`src/rtl/fabric_cfg_pkg.sv`:
```
// fabric_cfg_pkg: shared state encoding and image geometry for the fabric config loader
package fabric_cfg_pkg;
  localparam int DEF_NUM_LUT = 8;
  localparam int DEF_NUM_SB = 5;
  localparam int DEF_LUT_W = 32;
  localparam int DEF_SB_W = 16;
  localparam int CFG_WORDS = 1 + DEF_NUM_LUT + DEF_NUM_SB;
  localparam int IDX_W = $clog2(DEF_NUM_LUT > DEF_NUM_SB ? DEF_NUM_LUT : DEF_NUM_SB);
  typedef enum logic [2:0] {S_IDLE, S_HDR, S_LUT, S_SB, S_DONE} state_t;
endpackage

```
`src/rtl/cfg_word_demux.sv`:
```
// cfg_word_demux: turns an accepted word into the one-hot write strobe of its target entry
module cfg_word_demux
  import fabric_cfg_pkg::*;
#(
  parameter int NUM_LUT = DEF_NUM_LUT,
  parameter int NUM_SB = DEF_NUM_SB,
  parameter int IW = IDX_W
) (
  input  state_t             state,
  input  logic [IW-1:0]      idx,
  input  logic               hs,
  output logic [NUM_LUT-1:0] lut_we,
  output logic [NUM_SB-1:0]  sb_we
);
  always_comb begin
    lut_we = (hs && state == S_LUT) ? NUM_LUT'(1) << idx : '0;
    sb_we = (hs && state == S_SB) ? NUM_SB'(1) << idx : '0;
  end
endmodule

```
`src/rtl/fabric_config_loader.sv`:
```
// fabric_config_loader: streams a header, LUT tables and switch-box words into fabric config storage
module fabric_config_loader
  import fabric_cfg_pkg::*;
#(
  parameter int NUM_LUT = DEF_NUM_LUT,
  parameter int NUM_SB = DEF_NUM_SB,
  parameter int LUT_W = DEF_LUT_W,
  parameter int SB_W = DEF_SB_W
) (
  input  logic                           clock,
  input  logic                           reset,
  input  logic                           start,
  input  logic [31:0]                    cfg_data,
  input  logic                           cfg_valid,
  output logic                           cfg_ready,
  output logic [NUM_LUT*(LUT_W+1)-1:0]   lut_mem,
  output logic [NUM_SB*SB_W-1:0]         sb_cfg,
  output logic [NUM_LUT-1:0]             lut_we,
  output logic [NUM_SB-1:0]              sb_we,
  output logic                           busy,
  output logic                           done,
  output logic                           fabric_en
);
  localparam int IW = $clog2(NUM_LUT > NUM_SB ? NUM_LUT : NUM_SB);
  state_t state, state_d;
  logic [IW-1:0] idx, idx_d;
  logic mode, hs, seg_end, ready_d, busy_d, done_d;
  logic [NUM_LUT-1:0] lut_we_d;
  logic [NUM_SB-1:0] sb_we_d;
  logic [LUT_W-1:0] tbl [NUM_LUT];
  logic [SB_W-1:0] sb [NUM_SB];

  // a word offered in the same cycle as start is swallowed, never written
  assign hs = cfg_valid & cfg_ready & ~start;
  assign fabric_en = done;

  always_ff @(posedge clock) begin
    if (reset) begin
      state <= S_IDLE;
      idx <= '0;
      cfg_ready <= 1'b0;
      busy <= 1'b0;
      done <= 1'b0;
    end else begin
      state <= state_d;
      idx <= idx_d;
      cfg_ready <= ready_d;
      busy <= busy_d;
      done <= done_d;
    end
  end

  always_comb begin
    seg_end = state == S_HDR || (state == S_LUT && idx == IW'(NUM_LUT - 1)) || (state == S_SB && idx == IW'(NUM_SB - 1));
    state_d = start ? S_HDR : !hs ? state : state == S_HDR ? S_LUT : state == S_LUT ? (seg_end ? S_SB : S_LUT) : (seg_end ? S_DONE : S_SB);
    idx_d = (start || (hs && seg_end)) ? '0 : hs ? idx + IW'(1) : idx;
  end

  // flags are decoded from the next state so they are registered alongside it
  always_comb begin
    busy_d = state_d == S_HDR || state_d == S_LUT || state_d == S_SB;
    ready_d = busy_d;
    done_d = state_d == S_DONE;
  end

  cfg_word_demux #(.NUM_LUT(NUM_LUT), .NUM_SB(NUM_SB), .IW(IW)) u_demux (
    .state(state), .idx(idx), .hs(hs), .lut_we(lut_we_d), .sb_we(sb_we_d)
  );

  always_ff @(posedge clock) begin
    if (reset) begin
      mode <= 1'b0;
      lut_we <= '0;
      sb_we <= '0;
      for (int i = 0; i < NUM_LUT; i++) tbl[i] <= '0;
      for (int j = 0; j < NUM_SB; j++) sb[j] <= '0;
    end else begin
      lut_we <= lut_we_d;
      sb_we <= sb_we_d;
      if (hs && state == S_HDR) mode <= cfg_data[0];
      for (int i = 0; i < NUM_LUT; i++) if (lut_we_d[i]) tbl[i] <= cfg_data[LUT_W-1:0];
      for (int j = 0; j < NUM_SB; j++) if (sb_we_d[j]) sb[j] <= cfg_data[SB_W-1:0];
    end
  end

  for (genvar i = 0; i < NUM_LUT; i++) begin : g_lut
    assign lut_mem[i*(LUT_W+1) +: LUT_W+1] = {mode, tbl[i]};
  end
  for (genvar j = 0; j < NUM_SB; j++) begin : g_sb
    assign sb_cfg[j*SB_W +: SB_W] = sb[j];
  end
endmodule

```
`config.mk`:
```
export PLATFORM = sky130hd
export DESIGN_NAME = fabric_config_loader
export DESIGN_NICKNAME = d
export VERILOG_FILES = /design/src/rtl/fabric_cfg_pkg.sv /design/src/rtl/cfg_word_demux.sv /design/src/rtl/fabric_config_loader.sv
export SDC_FILE = /design/constraint.sdc
export NUM_CORES = 1
export LEC_CHECK = 0
export CORE_ASPECT_RATIO = 1.25
export CORE_MARGIN = 3
export CORE_UTILIZATION = 50
export DETAILED_ROUTE_END_ITERATION = 16
export HOLD_SLACK_MARGIN = 0.02
export PLACE_DENSITY = 0.88
export SLEW_MARGIN = 20
export SYNTH_ARGS = -nofsm -noshare
export SYNTH_HDL_FRONTEND = slang
export SYNTH_SLANG_ARGS = --single-unit
```
`constraint.sdc`:
```
create_clock -name clock -period 5.8 [get_ports clock]
set_input_delay 0.87 -clock clock [delete_from_list [all_inputs] [get_ports clock]]
set_output_delay 0.87 -clock clock [all_outputs]
set_load 0.1 [all_outputs]
```
==> run summary <==
run status: finished clean
Critical R2R Capture: tbl[0][45]
RSZ-0062 raised after global routing: false
final setup violation count: 0
placed wire-length estimate: 25,500 µm
Mapped Nets: 820
core occupancy in the finished layout: 72.1%
Yosys reg bits: 358
setup total negative slack: 0 ns
area of the die: 0.0273 mm²
final routed wirelength across all metal layers: 36,800 µm
total of buffers placed on input and output ports: 396
fillers: 1,557
R2R cell count: 3
layout overhead on the synthesized area: 40.4%
Hold Path Depth: 2
drc violations: 0
post-place setup slack: 1.60 ns
Static Leak: 6.45 nW
Data arrival, critical path: 3.82 ns
Setup Fix Bufs, Post-CTS: 0
netlist area before placement: 0.0127 mm²
path category of the worst min-delay check: reg2reg
worst hold slack: 0.533 ns
Min-Delay Endpoint: idx[1]
top library cells by usage in the layout, fill and taps aside: clkdlybuf4s50_1, edfxtp_1, nor2_1, inv_1, clkbuf_16
core area: 0.0247 mm²
share of the yosys chip area belonging to registers: 83.1%
Clock Latency Late Sink: 0.51 ns
die boundary height: 184 µm
average cell area after synthesis: 16.3 µm²
critical path start-end classification: in2reg
PnR Total Power: 6.19 mW
first-pass GRT wire length: 53,000 µm
number of nets with antenna violations after detailed routing: 0
fin nets: 1,197
first-pass detailed-route iteration total: 7
count of instances resized after the clock tree is built: 0
Worst IR Drop VDD: 0.335 mV
Critical Path Fanout Max: 34
Hold Vio Cnt, Final: 0
required time of the critical path: 5.93 ns
number of cell rows: 64
gate count of the mapped netlist: 777
peak clock frequency supported by timing: 271 MHz
GRT Util Overall: 26.3%
wire length per cell after detailed routing: 24.5 µm
initial antenna violation count: 0
power density over the cells: 348 mW/mm²
worst-case setup margin in the final layout: 2.11 ns
via density per instance: 5.26
clock tree from TritonCTS: yes
commonest non-fill, non-tap cell in the layout: clkdlybuf4s50_1
relative slew slack: 27.0%
vias in the first global route: 8,179
starting utilization of the core area: 51.4%
Final period util: 63.6%
Final Skew: 0.0187 ns
share of post-route cells with drive strength above 1: 6.55%
Buffers & Inverters on Critical Path: 1
time the final worst path needs with I/O delays and setup: 3.69 ns
floorplan die width: 148 µm
number of cells in the design after placement: 1,447
Worst Setup SP: cfg_valid
synth warn: 0
Synth cell types: 39
clock slew at the register clock pins of the worst setup and hold paths: 0.06 ns
delay contributed by the slowest stage of the critical path: 0.98 ns
Clock Root Buffer: clkbuf_16
H-Tree Depth: 2
instance area after placement: 0.0167 mm²
critical-path cell list: clkdlybuf4s50_1, and3b_1, nand3_2, nand2b_2
Final Instance Area: 0.0178 mm²
buffer depth of the longest clock path: 3
reg-to-reg setup timing slack: 2.41 ns
count of non-filler cells in the finished layout: 1,505
clock buffer count from CTS: 34
Critical-path top delay cell: nand2b_2
boundary pin count: 397
startpoint of the worst register-to-register path: state[1]
grt total ovfl: 0
antenna cells: 0
max-capacitance violation count: 0
hold_sp: idx[1]
startpoint class of the critical path: primary input
family of cells with the greatest summed delay on the critical path: simple AND/OR/NAND/NOR gates
total clock sinks: 358
hold buffer count at CTS: 0
detailed-route via count: 7,912
first-iteration detailed-routing DRC count: 608
maximum number of pins on one net before global-route repair: 40
Worst Tran Pin Value: 1.09 ns
CP Capture Type: flop
gp weighted congestion: 0.841
total count of max-transition violations in the final report: 0
-- worst max-delay path by stage --
stage                  to  slack (ns)  cells past startpoint
2_1_floorplan  tbl[1][64]        2.13                      5
3_5_place_dp   tbl[0][41]        1.60                      4
4_1_cts        tbl[0][34]        2.13                      4
3_3_place_gp   tbl[0][40]        1.71                      4
5_1_grt        tbl[0][59]        1.93                      4
6_report       tbl[0][45]        2.11                      4
-- synth_stat cells (all sizes together) --
cell	number	share of area, %
a211oi	3	0.22
a21boi	2	0.12
a21o	4	0.24
a21oi	2	0.079
a221oi	1	0.069
a311oi	1	0.069
a31o	1	0.069
and2	2	0.099
and3	3	0.15
and3b	2	0.14
and4b	1	0.079
buf	40	2.2
clkbuf	18	0.53
dfxtp	22	3.5
edfxtp	336	80
ha	7	0.69
inv	36	1.1
nand2	6	0.18
nand2b	38	1.9
nand3	9	0.51
nand4	3	0.39
nand4b	1	0.069
nor2	216	6.6
nor2b	4	0.20
nor3	3	0.12
nor3b	6	0.40
o21a	1	0.059
o21ai	1	0.039
o21ba	2	0.16
o21bai	2	0.12
o311ai	1	0.21
o31ai	3	0.18
-- layer usage --
metal / vias up / track usage [%] / wire (µm)
li1: 3447 / - / -
met1: 3887 / 29.7 / 12200
met2: 486 / 48.2 / 19700
met3: 92 / 6.71 / 3470
met4: 0 / 9.35 / 1350
met5: - / 0 / 0
-- flip-flops by register name, indices dropped and copies added (netlist names) --
| register | count |
|---|---|
| busy | 1 |
| done | 1 |
| idx | 3 |
| lut_we | 8 |
| mode | 1 |
| sb | 80 |
| sb_we | 5 |
| state | 3 |
| tbl | 256 |
-- worst reg2reg max path: cells and delay by family (launching register included) --
family	cells	cell delay, ns
simple gates	3	2.59
flops	1	0.41
-- area by class of cell --
type	count	area (µm²)	area share, %
Tap cell	330	413	2.32
Multi-Input combinational cell	325	1690	9.50
Clock inverter	14	139	0.781
Timing Repair Buffer	399	3990	22.5
Inverter	36	135	0.760
Sequential cell	358	10500	59.2
Clock buffer	43	885	4.97
-- cells by family after synthesis --
group,Yosys count,share of synthesized area [%]
simple gates,294,10.8
buf+inv,94,3.75
compound gates,24,1.62
fa+ha+maj,7,0.691
flops,358,83.1
-- where the power goes --
group	internal, mW	total (mW)	switching (mW)	leakage, nW
combinational	0.203	1.14	0.937	2.35
clock	1.17	2.08	0.906	0.494
sequential	2.93	2.97	0.0412	3.61
No activity file was read; power rests on OpenSTA's default activity.
